[src/rtl/load_store_unit.sv]
// rtl/load_store_unit.sv - word-wide load/store unit with alignment checks and byte/half read-modify-write
module load_store_unit #(
  parameter int WORD_ADDR  = 1,
  parameter int ADDR_WIDTH = 32
) (
  input  logic                  CLK,
  input  logic                  RESET,
  input  logic                  REQ,
  input  logic                  LD,
  input  logic                  ST,
  input  logic [2:0]            FUNCT3,
  input  logic [ADDR_WIDTH-1:0] ADDR,
  input  logic [31:0]           ST_DATA,
  output logic                  READY,
  output logic                  DONE,
  output logic                  ERR,
  output logic [31:0]           LD_DATA,
  output logic                  MRd,
  output logic                  MWrt,
  output logic [ADDR_WIDTH-1:0] M_ADDR,
  output logic [31:0]           M_WDATA,
  input  logic [31:0]           R_DATA
);

  typedef enum logic [2:0] {
    IDLE    = 3'd0,
    LD_RD   = 3'd1,
    LD_CAP  = 3'd2,
    ST_WR   = 3'd3,
    RMW_RD  = 3'd4,
    RMW_CAP = 3'd5,
    RMW_WR  = 3'd6,
    FIN     = 3'd7
  } state_t;

  state_t                  state_q;
  logic                    ready_q;
  logic                    done_q;
  logic                    err_q;
  logic                    mrd_q;
  logic                    mwrt_q;
  logic [31:0]             ld_data_q;
  logic [ADDR_WIDTH-1:0]   m_addr_q;
  logic [31:0]             m_wdata_q;
  logic [1:0]              lane_q;
  logic [2:0]              f3_q;
  logic [31:0]             st_data_q;

  logic                    bad_d;
  logic [ADDR_WIDTH-1:0]   word_addr_d;
  logic [31:0]             ld_ext_d;
  logic [31:0]             merged_d;

  // Decode the incoming request: legality of FUNCT3 for the operation plus natural alignment
  always_comb begin
    bad_d = 1'b0;
    if (LD && ST) begin
      bad_d = 1'b1;
    end else if (LD) begin
      bad_d = !(FUNCT3 inside {3'b000, 3'b001, 3'b010, 3'b100, 3'b101});
    end else begin
      bad_d = !(FUNCT3 inside {3'b000, 3'b001, 3'b010});
    end
    case (FUNCT3[1:0])
      2'b01:   if (ADDR[0])          bad_d = 1'b1;
      2'b10:   if (ADDR[1:0] != 2'b00) bad_d = 1'b1;
      default: ;
    endcase
  end

  // Memory-side address: either a word index or a byte address with the lane bits cleared
  always_comb begin
    word_addr_d = '0;
    if (WORD_ADDR != 0) begin
      word_addr_d = ADDR >> 2;
    end else begin
      word_addr_d = {ADDR[ADDR_WIDTH-1:2], 2'b00};
    end
  end

  // Lane extraction with sign/zero extension for loads, and lane insertion for narrow stores
  always_comb begin
    logic [31:0] byte_sh;
    logic [31:0] half_sh;
    logic [31:0] mask;
    logic [31:0] ins;
    byte_sh = R_DATA >> {lane_q, 3'b000};
    half_sh = R_DATA >> {lane_q[1], 4'b0000};
    case (f3_q)
      3'b000:  ld_ext_d = {{24{byte_sh[7]}}, byte_sh[7:0]};
      3'b100:  ld_ext_d = {24'h000000, byte_sh[7:0]};
      3'b001:  ld_ext_d = {{16{half_sh[15]}}, half_sh[15:0]};
      3'b101:  ld_ext_d = {16'h0000, half_sh[15:0]};
      default: ld_ext_d = R_DATA;
    endcase
    if (f3_q[1:0] == 2'b01) begin
      mask = 32'h0000FFFF << {lane_q[1], 4'b0000};
      ins  = {16'h0000, st_data_q[15:0]} << {lane_q[1], 4'b0000};
    end else begin
      mask = 32'h000000FF << {lane_q, 3'b000};
      ins  = {24'h000000, st_data_q[7:0]} << {lane_q, 3'b000};
    end
    merged_d = (R_DATA & ~mask) | (ins & mask);
  end

  // Control FSM; every output is a register updated here, strobes default low each cycle
  always_ff @(posedge CLK) begin
    if (!RESET) begin
      state_q   <= IDLE;
      ready_q   <= 1'b1;
      done_q    <= 1'b0;
      err_q     <= 1'b0;
      mrd_q     <= 1'b0;
      mwrt_q    <= 1'b0;
      ld_data_q <= 32'h0;
      m_addr_q  <= '0;
      m_wdata_q <= 32'h0;
      lane_q    <= 2'b00;
      f3_q      <= 3'b000;
      st_data_q <= 32'h0;
    end else begin
      done_q <= 1'b0;
      mrd_q  <= 1'b0;
      mwrt_q <= 1'b0;
      case (state_q)
        IDLE: begin
          if (REQ && (LD || ST)) begin
            ready_q   <= 1'b0;
            lane_q    <= ADDR[1:0];
            f3_q      <= FUNCT3;
            st_data_q <= ST_DATA;
            m_addr_q  <= word_addr_d;
            err_q     <= bad_d;
            if (bad_d) begin
              done_q  <= 1'b1;
              state_q <= FIN;
            end else if (LD) begin
              mrd_q   <= 1'b1;
              state_q <= LD_RD;
            end else if (FUNCT3[1:0] == 2'b10) begin
              mwrt_q    <= 1'b1;
              m_wdata_q <= ST_DATA;
              state_q   <= ST_WR;
            end else begin
              mrd_q   <= 1'b1;
              state_q <= RMW_RD;
            end
          end
        end
        LD_RD:   state_q <= LD_CAP;
        LD_CAP: begin
          ld_data_q <= ld_ext_d;
          done_q    <= 1'b1;
          state_q   <= FIN;
        end
        ST_WR: begin
          done_q  <= 1'b1;
          state_q <= FIN;
        end
        RMW_RD:  state_q <= RMW_CAP;
        RMW_CAP: begin
          m_wdata_q <= merged_d;
          mwrt_q    <= 1'b1;
          state_q   <= RMW_WR;
        end
        RMW_WR: begin
          done_q  <= 1'b1;
          state_q <= FIN;
        end
        FIN: begin
          err_q   <= 1'b0;
          ready_q <= 1'b1;
          state_q <= IDLE;
        end
        default: state_q <= IDLE;
      endcase
    end
  end

  assign READY   = ready_q;
  assign DONE    = done_q;
  assign ERR     = err_q;
  assign LD_DATA = ld_data_q;
  assign MRd     = mrd_q;
  assign MWrt    = mwrt_q;
  assign M_ADDR  = m_addr_q;
  assign M_WDATA = m_wdata_q;

endmodule

[config.mk]
export PLATFORM = sky130hd
export DESIGN_NAME = load_store_unit
export DESIGN_NICKNAME = d
export VERILOG_FILES = /design/src/rtl/load_store_unit.sv
export SDC_FILE = /design/constraint.sdc
export NUM_CORES = 1
export LEC_CHECK = 0
export CAP_MARGIN = 20
export CORE_AREA = 2 2 104 116
export CTS_BUF_LIST = sky130_fd_sc_hd__clkbuf_4
export DETAILED_ROUTE_END_ITERATION = 8
export DIE_AREA = 0 0 106 118
export PLACE_DENSITY_LB_ADDON = 0.15
export SLEW_MARGIN = 20
export SYNTH_ARGS = -nofsm -noshare
export SYNTH_HDL_FRONTEND = slang
export SYNTH_SLANG_ARGS = --single-unit
[constraint.sdc]
create_clock -name CLK -period 4.62 [get_ports CLK]
set_input_delay 1.155 -clock CLK [delete_from_list [all_inputs] [get_ports CLK]]
set_output_delay 1.155 -clock CLK [all_outputs]
set_load 0.01 [all_outputs]
## Word-level counts from Yosys, hierarchy flattened

Index checks and enable logic that the tools add are counted.
Widths: inputs -> output; s select.

| operators by class | value |
|---|---|
| equal/unequal tests | 21 |
| shift operators | 6 |
| mux-type cells | 32 |
| bitwise operators | 7 |
| reductions and logical operators | 18 |

Operator list:

| kind | number |
|---|---|
| $mux 32 | 6 |
| $pmux 32 s4 | 1 |
| $and 32x32->32 | 2 |
| $pmux 32 s2 | 1 |
| $not 32->32 | 1 |
| $or 32x32->32 | 1 |
| $shl 16x5->32 | 1 |
| $shl 16x5->32 const A | 1 |
| $shl 8x5->32 | 1 |
| $shl 8x5->32 const A | 1 |
| $shr 32x5->16 | 1 |
| $shr 32x5->8 | 1 |
| $eq 3x3->1 const B | 8 |
| $pmux 3 s6 | 1 |
| $mux 1 | 14 |
| $mux 3 | 4 |
| $pmux 1 s2 | 5 |
| $eq 3x1->1 const B | 3 |
| $eq 3x2->1 const B | 3 |
| $logic_not 3->1 | 3 |
| $ne 2x2->1 const B | 4 |
| $reduce_bool 2->1 | 3 |
| $reduce_and 5->1 | 1 |
| $reduce_bool 5->1 | 1 |
| other kinds (10) | 16 |

| word-level totals | value |
|---|---|
| flip-flop bits (word level) | 123 |
| input port bits | 104 |
| output and inout port bits | 101 |
| logic and storage cells | 96 |

## Logic depth before layout (Yosys ltp)

Gate-level depths: netlist of run 1.

| logic depth | value |
|---|---|
| word-level depth | 10 |
| depth in mapped cells | 9 |
| depth with buffers taken out | 7 |

## Worst setup path before layout of run 1

Ideal clock, no wire load.

| timing path | value |
|---|---|
| kind | input to register |
| from | in ST |
| to | reg m_wdata_q[13] (netlist: M_WDATA[13]) |
| library setup time | 0.103 ns |
| arrival time | 2.380 ns |
| required time | 4.517 ns |
| slack | 2.136 ns |
| cell stages on the path | 6 |
| path buffers | 1 |
| path through | o21ai_1 nor4_4 and3_1 buf_4 nor3_1 a2111oi_2 |

| between the ends | value |
|---|---|
| longest elaborated chain between the ends | 6 |
| elaborated cells between the ends (all ways) | 10 |
| those cells by class | eq/ne: 2; mux: 4; reduce/logical: 4 |

RTL lines:

| element | RTL line | source |
|---|---|---|
| from (decl) | 10 | `input logic ST,` |
| $logic_and 1x1->1 | 57 | `if (LD && ST) begin` |
| $mux 1 | 57 |  |
| $mux 1 (on tied branches) | 66, 65 |  |
| $pmux 1 s2 | 64 | `case (FUNCT3[1:0])` |
| $ne 2x2->1 (no line) | n/a |  |
| $reduce_and 5->1 (no line) (*) | n/a |  |
| to (signal assigned) | 162 | `m_wdata_q <= merged_d;` |
| to (decl) | 44 | `logic [31:0] m_wdata_q;` |

Mark *: on every way between the ends. The rest lies on a longest branch, timed or not.
A chain may end at the register's enable or synchronous reset.

## Worst setup path after layout of run 1

| timing path | value |
|---|---|
| from | in LD |
| to | reg m_wdata_q[8] (netlist: M_WDATA[8]) |

| between the ends | value |
|---|---|
| longest elaborated chain between the ends | 6 |
| elaborated cells between the ends (all ways) | 12 |
| those cells by class | eq/ne: 3; mux: 5; reduce/logical: 4 |

RTL lines:

| element | RTL line | source |
|---|---|---|
| from (decl) | 9 | `input logic LD,` |
| $mux 1 / $logic_and 1x1->1 (equally long branches) | 59, 57 |  |
| $mux 1 | 57 |  |
| $mux 1 (on tied branches) | 66, 65 |  |
| $pmux 1 s2 | 64 |  |
| $ne 2x2->1 (no line) | n/a |  |
| $reduce_and 5->1 (no line) (*) | n/a |  |

Marked as above.

==> reports/metrics.csv, run 1 <==
stage,metric,value,unit
setup_path,cp-start-kind,input pin,
grt,grt_max_degree,55,
timing,setup_viol,0,
place,placed_cell_area,7640,um^2
clock_network,numCtsBuffers,17,
timing,min_period,3.199,ns
yosys,synth_flop_cell,dfxtp_1,
routing,drt-vias-per-instance,5.719,
pwr,ir_drop,0.2189,mV
place,dp_hpwl,13270,um
pwr,power_density,365.7,nW/um^2
setup_path,path_max_fanout,22,
yosys,synthCells,714,
yosys,synth_warnings,0,
routing,wirelength,18420,um
finish,nets,994,
timing,fin_crit_sh,69.25,%
yosys,synth.avg_cell_area,7.826,um^2
routing,antenna_left,0,
setup_path,rr_startpoint,f3_q[0],
timing,hold_viol_final,0,
grt,track_usage,29.38,%
setup_path,r2r_slack,1.63,ns
clock_network,cts.htree.levels,4,
routing,drc,0,
clock_network,cts_setup_buffers,0,
die,std_cell_rows,41,
routing,vias,5999,
clock_network,clock_latency,0.53,ns
yosys,synthArstFlopShare,0,%
routing,drtIter0Drc,485,
finish,antenna_cells,0,
die,dieHeight,118,um
clock_network,cts_root_buf,clkbuf_4,
yosys,ys_seq_area_share,44.07,%
routing,met1_length,7661,um
timing,max_slew_margin,32.07,%
setup_path,worst_setup_path_end_kind,register,
timing,fin_skew,0.01910,ns
clock_network,cts_tree,done,
finish,final_util,70.21,%
clock_network,cts_buffer_depth,2,
timing,timing.fmax,312.6,MHz
clock_network,clk_pin_slew,0.11,ns
yosys,yosys-top-cells-area,"dfxtp_1 44%, nand2_1 11%, a21oi_1 8.5%",
finish,syn_to_final_growth,42.45,%
outcome,outcome,"complete, no violations",
finish,final_area,7960,um^2
die,die-area,12510,um^2
finish,mostFrequentLayoutCell,clkdlybuf4s50_1,
place,gp_congestion,0.9068,
yosys,synth_xor_area_share,0.1567,%
yosys,netlist_area,5588,um^2
yosys,synth_edf_count,0,
clock_network,clock-sinks,123,
worst_hold_path,worstHoldStart,st_data_q[12],
setup_path,path_class,in2reg,
setup_path,required,5.02,ns
timing,drv_slew,0,
yosys,synth_top_family_by_area,compound AO/OA/AOI/OAI gates,
worst_hold_path,hold_class,reg2reg,
die,fp.dieW,106,um
setup_path,crit_arrival,3.60,ns
yosys,synth_cell_type_count,46,
die,ios,205,
yosys,synth_simple_gate_area_share,20.69,%
timing,grt_setup_unrepaired,false,
grt,grt_pass1_vias,5908,
yosys,synthMuxAreaShare,4.657,%
yosys,synth.top_cell.area_share,44.07,%
routing,routed.top_layer,met4,
routing,wl_met3,1616,um
finish,drive_gt1_share,7.230,%
yosys,synthAdderAreaFrac,0.6717,%
pwr,p_total,0.002911,W
timing,setup_tns,0,ns
die,core_area,11340,um^2
timing,tightest_slew,1.015,ns
grt,grt_pass1_wl,29540,um
place,pre_cts_ws,0.8124,ns
grt,antenna_found_initial,0,
clock_network,postCtsHoldBufs,0,
yosys,synth_top_area_cell,dfxtp_1,
grt,gr-total-overflow,0,
die,initial_core_util,49.29,%
pwr,p_leak,2.756,nW
routing,wl_met2,8644,um
timing,setup_ws,1.421,ns
clock_network,post_cts_resized,0,
yosys,synth_compound_area_share,24.72,%
setup_path,crit_path_start,LD,
run,max_cap_violations,0,
finish,final_cell_mix,"202 x clkdlybuf4s50_1, 169 x nand2_1, 123 x dfxtp_1, 94 x a21oi_1, 50 x o21ai_0",
routing,wl_per_cell,17.56,um
yosys,ys_seq_elements,123,
routing,firstDrtPassIters,7,
place,io_buffers,202,
## Yosys cell counts (4+ instances only)
cell / number
mux2i_1: 17
nor2_1: 39
buf_1: 4
clkbuf_1: 41
mux2_2: 8
a21oi_1: 95
buf_2: 12
a2111oi_2: 8
a22oi_1: 10
a221oi_1: 12
nor2b_1: 4
nand3_1: 11
a211oi_1: 8
a22o_1: 5
o21ai_0: 50
inv_1: 6
a31oi_1: 13
nand2_1: 170
nor3_1: 19
nand2b_1: 5
dfxtp_1: 123
nor4_1: 8
## path summary, 6_finish.rpt
check,endpoint,depth (start not counted)
max,M_WDATA[8],7
min,st_data_q[12],2
min reg2reg,st_data_q[12],2
max reg2reg,M_WDATA[30],5
## area by class of cell
type	count	area, um^2
fillers	953	3377
multi-input cells	525	2868
clock buffers	18	135.1
flip-flops and latches	123	2462
inverters	7	26.28
clock inverters	13	176.4
repair buffers	213	2105
well taps	150	187.7
## worst max-delay path, stage by stage
cell             delay, ns
clkdlybuf4s50_1       0.56
o21ai_1               0.17
nor4_4                0.19
buf_4                 0.30
and3_1                0.70
nor3_1                0.08
a2111oi_0             0.43
## through the flow
step                hold WS [ns]  std cells
global route              0.4829       1049
finish                    0.4632       1049
global placement          0.4418       1018
floorplan                 0.4366        715
CTS                       0.4645       1049
detailed placement        0.4482       1018
## power breakdown
| group | switching, W | internal [W] | total (W) | leakage [nW] |
|---|---|---|---|---|
| logic | 0.000399 | 0.000398 | 0.000796 | 1.60 |
| registers | 0.0000918 | 0.00119 | 0.00128 | 1.00 |
| clock network | 0.000410 | 0.000427 | 0.000838 | 0.157 |
## state kept, by name (all words and copies together), names as in the netlist, 2 cells and up
signal	count
lane_q	2
M_WDATA	32
state_q	3
M_ADDR	30
st_data_q	16
f3_q	3
LD_DATA	32
## cells by family (layout without fill, tap and decap cells)
group,count (synthesis),after routing
AND/OR/NAND/NOR,271,271
AO/OA/AOI/OAI,223,223
flip-flops,123,123
buffers and inverters,67,251
multiplexers,25,25
adder cells (fa/ha/maj),3,3
other,1,2
XOR/XNOR,1,1
## routing by layer
layer,vias up,track usage [%]
met5,-,0
met3,43,8.084
met1,2797,37.14
met2,293,48.31
li1,2866,-
met4,0,9.786
Power figures use the tool's default switching activity.
==> run 2: changes to the inputs <==
CORE_AREA = 2 2 113 126   (was 2 2 104 116)
DIE_AREA = 0 0 115 128   (was 0 0 106 118)
clock period = 2.75 ns   (was 4.62 ns; I/O delays follow)
==> reports/metrics.csv, run 2 (synthesis gave the netlist of run 1 again) <==
stage,metric,value,unit,change
die,std_cell_rows,45,,was 41
timing,fin_skew,0.01367,ns,was 0.01910 ns
run,max_cap_violations,0,,unchanged
outcome,outcome,"complete, no violations",,unchanged
grt,grt_pass1_wl,29060,um,"was 29,540 um"
setup_path,crit_end,M_WDATA[11],,was M_WDATA[8]
pwr,pwr-share-seq,44.0,%,was 43.9%
place,io_buffers,202,,unchanged
routing,antenna_left,0,,unchanged
timing,tightest_slew,0.6957,ns,was 1.015 ns
clock_network,cts_tree,done,,unchanged
die,core_area,13510,um^2,"was 11,340 um^2"
pwr,clock_power_share,28.3,%,was 28.8%
clock_network,cts_root_buf,clkbuf_4,,unchanged
clock_network,cts.htree.levels,4,,unchanged
pwr,p_sw_share,30.34,%,was 30.95%
timing,max_slew_margin,53.13,%,was 32.07%
grt,grt_pass1_vias,5773,,"was 5,908"
pwr,p_leak,2.819,nW,was 2.756 nW
routing,drc,0,,unchanged
setup_path,cp-start-kind,input pin,,unchanged
die,fp.dieW,115,um,was 106 um
place,gp_congestion,0.8848,,was 0.9068
routing,firstDrtPassIters,5,,was 7
timing,min_period,2.228,ns,
timing,setup_viol,0,,unchanged
finish,nets,1003,,was 994
finish,final_area,8085,um^2,was 7960 um^2
die,initial_core_util,41.35,%,was 49.29%
pwr,p_sw,0.001480,W,was 0.0009008 W
routing,vias,5949,,"was 5,999"
setup_path,r2r_slack,0.63,ns,was 1.63 ns
clock_network,clock-sinks,123,,unchanged
finish,final_cell_mix,"202 x clkdlybuf4s50_1, 169 x nand2_1, 123 x dfxtp_1, 95 x a21oi_1, 50 x o21ai_0",,"was 202 x clkdlybuf4s50_1, 169 x nand2_1, 123 x dfxtp_1, 94 x a21oi_1, 50 x o21ai_0"
timing,setup_ws,0.5224,ns,was 1.421 ns
routing,drt-vias-per-instance,5.544,,was 5.719
setup_path,worst_r2r_endpoint,M_WDATA[16],,was M_WDATA[30]
die,dieHeight,128,um,was 118 um
grt,gr-total-overflow,0,,unchanged
pwr,ir_drop,0.4291,mV,was 0.2189 mV
clock_network,cts_setup_buffers,0,,unchanged
finish,drive_gt1_share,8.141,%,was 7.230%
clock_network,postCtsHoldBufs,0,,unchanged
pwr,comb_power_share,27.8,%,was 27.4%
setup_path,required,3.16,ns,was 5.02 ns
setup_path,crit_path_start,FUNCT3[0],,was LD
clock_network,clk_pin_slew,0.10,ns,was 0.11 ns
pwr,internal_power,0.003398,W,was 0.002010 W
routing,wl_per_cell,17.28,um,was 17.56 um
timing,timing.fmax,448.9,MHz,
routing,drtIter0Drc,441,,was 485
grt,track_usage,25.15,%,was 29.38%
place,dp_hpwl,13700,um,"was 13,270 um"
clock_network,numCtsBuffers,17,,unchanged
grt,grt_max_degree,73,,was 55
setup_path,reg2reg_depth,5,,unchanged
finish,syn_to_final_growth,44.69,%,was 42.45%
clock_network,clock_latency,0.54,ns,was 0.53 ns
setup_path,path_class,in2reg,,unchanged
worst_hold_path,hold_class,reg2reg,,unchanged
routing,wirelength,18540,um,"was 18,420 um"
setup_path,worst_setup_path_end_kind,register,,unchanged
finish,mostFrequentLayoutCell,clkdlybuf4s50_1,,unchanged
timing,drv_slew,0,,unchanged
place,placed_cell_area,7772,um^2,was 7640 um^2
setup_path,rr_startpoint,state_q[0],,was f3_q[0]
die,ios,205,,unchanged
place,pre_cts_ws,-0.08105,ns,was 0.8124 ns
timing,whs,0.4637,ns,was 0.4632 ns
timing,hold_viol_final,0,,unchanged
finish,nFillCells,1240,,was 953
finish,final_util,59.83,%,was 70.21%
timing,grt_setup_unrepaired,false,,unchanged
clock_network,cts_buffer_depth,2,,unchanged
die,die-area,14720,um^2,"was 12,510 um^2"
clock_network,post_cts_resized,0,,unchanged
setup_path,crit_arrival,2.63,ns,was 3.60 ns
timing,setup_tns,0,ns,unchanged
pwr,power_density,603.4,nW/um^2,was 365.7 nW/um^2
timing,fin_crit_sh,81.00,%,
grt,antenna_found_initial,0,,unchanged
setup_path,path_max_fanout,31,,was 22
finish,antenna_cells,0,,unchanged
## run 2: cell count changes in the layout (fill, tap and decap cells not counted)
cell      change
nor2_2        +1
buf_4         +4
buf_12        +4
nor2_4        -1
a21oi_1       +1
a21oi_2       -1
clkinv_4      -1
buf_2         +1
clkinv_2      +2
## run 2: power groups by stage
| stage | combinational, W | clock (W) | sequential, W |
|---|---|---|---|
| 2_1_floorplan | 0.000611 | 0 | 0.00221 |
| 3_3_place_gp | 0.00133 | 0 | 0.00218 |
| 3_5_place_dp | 0.00135 | 0 | 0.00218 |
| 4_1_cts | 0.00136 | 0.00142 | 0.00215 |
| 5_1_grt | 0.00148 | 0.00151 | 0.00217 |
| 6_report | 0.00135 | 0.00138 | 0.00215 |
## run 2: layer usage
layer / routed length [um] / up-vias / GRT usage (%)
met5: 0 / - / 0
met4: 390 / 0 / 7.938
met3: 1982 / 32 / 9.551
met2: 8508 / 282 / 40.24
met1: 7662 / 2749 / 31.31
li1: - / 2886 / -
## run 2: stage by stage
stage          std cells  total power, W
2_1_floorplan        715        0.002824
3_3_place_gp        1040        0.003507
3_5_place_dp        1041        0.003535
4_1_cts             1073        0.004924
5_1_grt             1073        0.005153
6_report            1073        0.004878
## run 2: critical path, stage by stage
cell             delay (ns)
clkdlybuf4s50_1        0.44
inv_1                  0.10
ha_1                   0.24
nand2b_1               0.12
nor2_1                 0.14
and3_1                 0.22
buf_12                 0.19
nor3_1                 0.07
a2111oi_0              0.42
## run 2: area by class of cell
type	instances	area, um^2	share of cell area (%)
Sequential cell	123	2462	30.45
Inverter	7	26.28	0.3250
Clock inverter	14	177.7	2.197
Tap cell	164	205.2	2.538
Multi-Input combinational cell	525	2859	35.36
Clock buffer	18	135.1	1.671
Timing Repair Buffer	222	2220	27.45
## run 2: worst min-delay path by stage
stage / cells past startpoint / to / start / slack, ns
6_report: 2 / M_ADDR[28] / M_ADDR[28] / 0.46
5_1_grt: 2 / M_ADDR[13] / M_ADDR[13] / 0.48
4_1_cts: 2 / M_ADDR[0] / M_ADDR[0] / 0.47
3_5_place_dp: 2 / M_ADDR[0] / M_ADDR[0] / 0.45
3_3_place_gp: 2 / M_ADDR[10] / M_ADDR[10] / 0.44
2_1_floorplan: 2 / st_data_q[10] / st_data_q[10] / 0.44
==> run 3: changes to the inputs <==
CORE_AREA = 2 2 109 121   (was 2 2 113 126)
DIE_AREA = 0 0 111 123   (was 0 0 115 128)
clock period = 2.1 ns   (was 2.75 ns; I/O delays follow)
==> reports/metrics.csv, run 3 (synthesis gave the netlist of run 1 again) <==
stage,metric,value,unit,change
finish,drive_gt1_share,11.48,%,was 8.141%
timing,fin_crit_sh,95.76,%,
clock_network,cts_buffer_depth,2,,unchanged
setup_path,max_stage_delay,0.51,ns,was 0.44 ns
die,initial_core_util,44.96,%,was 41.35%
setup_path,required,2.54,ns,was 3.16 ns
worst_hold_path,worstHoldStart,M_ADDR[14],,was M_ADDR[28]
clock_network,clock-sinks,123,,unchanged
clock_network,cts_root_buf,clkbuf_4,,unchanged
timing,timing.fmax,497.3,MHz,
timing,hold_viol_final,0,,unchanged
clock_network,cts_tree,done,,unchanged
timing,min_period,2.011,ns,
outcome,outcome,"complete, no violations",,unchanged
timing,setup_viol,0,,unchanged
grt,gr-total-overflow,0,,unchanged
timing,max_slew_margin,61.42,%,was 53.13%
clock_network,clock_latency,0.52,ns,was 0.54 ns
grt,grt_max_degree,54,,was 73
routing,firstDrtPassIters,5,,unchanged
place,dp_hpwl,14610,um,"was 13,700 um"
place,io_buffers,202,,unchanged
setup_path,path_delay_family,buffers and inverters,,unchanged
grt,antenna_found_initial,1,,was 0
timing,setup_tns,0,ns,unchanged
finish,mostFrequentLayoutCell,clkdlybuf4s50_1,,unchanged
clock_network,numCtsBuffers,17,,unchanged
setup_path,crit_buf_inv,4,,was 3
clock_network,cts_setup_buffers,0,,unchanged
die,fp.dieW,111,um,was 115 um
finish,final_cell_mix,"202 x clkdlybuf4s50_1, 169 x nand2_1, 123 x dfxtp_1, 95 x a21oi_1, 50 x o21ai_0",,unchanged
finish,nets,1035,,"was 1,003"
timing,grt_setup_unrepaired,false,,unchanged
timing,drv_slew,0,,unchanged
finish,final_area,8334,um^2,was 8085 um^2
die,core_area,12430,um^2,"was 13,510 um^2"
routing,wl_per_cell,17.62,um,was 17.28 um
routing,drt-vias-per-instance,5.597,,was 5.544
setup_path,cp_slowest_cell,clkdlybuf4s50_1,,unchanged
setup_path,worst_setup_path_end_kind,register,,unchanged
routing,drtIter0Drc,604,,was 441
run,max_cap_violations,0,,unchanged
setup_path,rr_startpoint,state_q[1],,was state_q[0]
die,ios,205,,unchanged
clock_network,cts.htree.levels,4,,unchanged
pwr,p_leak,2.978,nW,was 2.819 nW
setup_path,path_max_fanout,17,,was 31
die,dieHeight,123,um,was 128 um
setup_path,r2r_slack,0.12,ns,was 0.63 ns
timing,fin_skew,0.01562,ns,was 0.01367 ns
setup_path,crit_path_start,FUNCT3[1],,was FUNCT3[0]
grt,grt_pass1_wl,30630,um,"was 29,060 um"
routing,wirelength,19360,um,"was 18,540 um"
finish,syn_to_final_growth,49.15,%,was 44.69%
grt,grt_pass1_vias,6014,,"was 5,773"
worst_hold_path,hold_class,reg2reg,,unchanged
timing,whs,0.4630,ns,was 0.4637 ns
setup_path,path_class,in2reg,,unchanged
pwr,power_density,757.9,nW/um^2,was 603.4 nW/um^2
routing,antenna_left,0,,unchanged
die,die-area,13650,um^2,"was 14,720 um^2"
routing,vias,6151,,"was 5,949"
setup_path,crit_arrival,2.45,ns,was 2.63 ns
routing,drc,0,,unchanged
timing,tightest_slew,0.5766,ns,was 0.6957 ns
setup_path,cp_cell_sequence,clkdlybuf4s50_1 > inv_1 > ha_1 > o21ai_0 > and3_1 > buf_12 > buf_4 > nand2_1 > a31oi_1,,was clkdlybuf4s50_1 > inv_1 > ha_1 > nand2b_1 > nor2_1 > and3_1 > buf_12 > nor3_1 > a2111oi_0
grt,track_usage,28.01,%,was 25.15%
pwr,ir_drop,0.4305,mV,was 0.4291 mV
setup_path,cp-start-kind,input pin,,unchanged
place,gp_congestion,0.8951,,was 0.8848
place,placed_cell_area,8044,um^2,was 7772 um^2
clock_network,clk_pin_slew,0.12,ns,was 0.10 ns
die,std_cell_rows,43,,was 45
[run 3: metal layers]
layer / vias to the layer above / GRT usage, % / wire length, um
met1: 2867 / 34.33 / 7960
met4: 0 / 10.63 / 491
met5: - / 0 / 0
met2: 295 / 46.40 / 9066
met3: 37 / 9.069 / 1840
li1: 2952 / - / -
[run 3: where the power goes]
part | switching (W) | leakage [nW] | internal, W | total, W
Clock | 0.000926 | 0.146 | 0.000704 | 0.00163
Sequential | 0.000179 | 1.00 | 0.00261 | 0.00279
Combinational | 0.000932 | 1.83 | 0.000969 | 0.00190
Total | 0.00204 | 2.98 | 0.00428 | 0.00632
[run 3: path summary, 6_finish.rpt]
path | end | depth (start not counted)
worst max-delay path | M_WDATA[20] | 9
worst min-delay path | M_ADDR[14] | 2
worst max register to register | LD_DATA[15] | 4
worst min register to register | M_ADDR[14] | 2
[run 3: metrics by stage]
| step | util, % | cells | power [W] | setup slack (ns) |
|---|---|---|---|---|
| after global routing | 67.06 | 1099 | 0.006631 | 0.006164 |
| after CTS | 66.96 | 1098 | 0.006347 | 0.03765 |
| after global placement | 64.72 | 1066 | 0.004669 | -0.2779 |
| after floorplan | - | 715 | 0.003699 | 0.2461 |
| after detailed placement | 64.72 | 1066 | 0.004714 | -0.4182 |
| final | 67.06 | 1099 | 0.006317 | 0.08901 |
[run 3: worst reg2reg max path: cells and delay by family (launching register included)]
family,cells,cell delay (ns)
simple gates,3,1.08
flops,1,0.62
compound gates,1,0.15
[run 3: timing repair]
item                                   CTS  global route
resized for setup                        0             3
hold buffers                             0             0
setup endpoints to repair                0             8
endpoints found under the hold margin    0             0
[run 3: final cells by class]
class,count,area [um^2]
Tap cell,157,196.4
Inverter,7,26.28
Clock inverter,15,150.1
Clock buffer,17,127.6
Sequential cell,123,2462
Timing Repair Buffer,254,2500
Antenna cell,1,2.502
Fill cell,1056,4094
Multi-Input combinational cell,525,2869
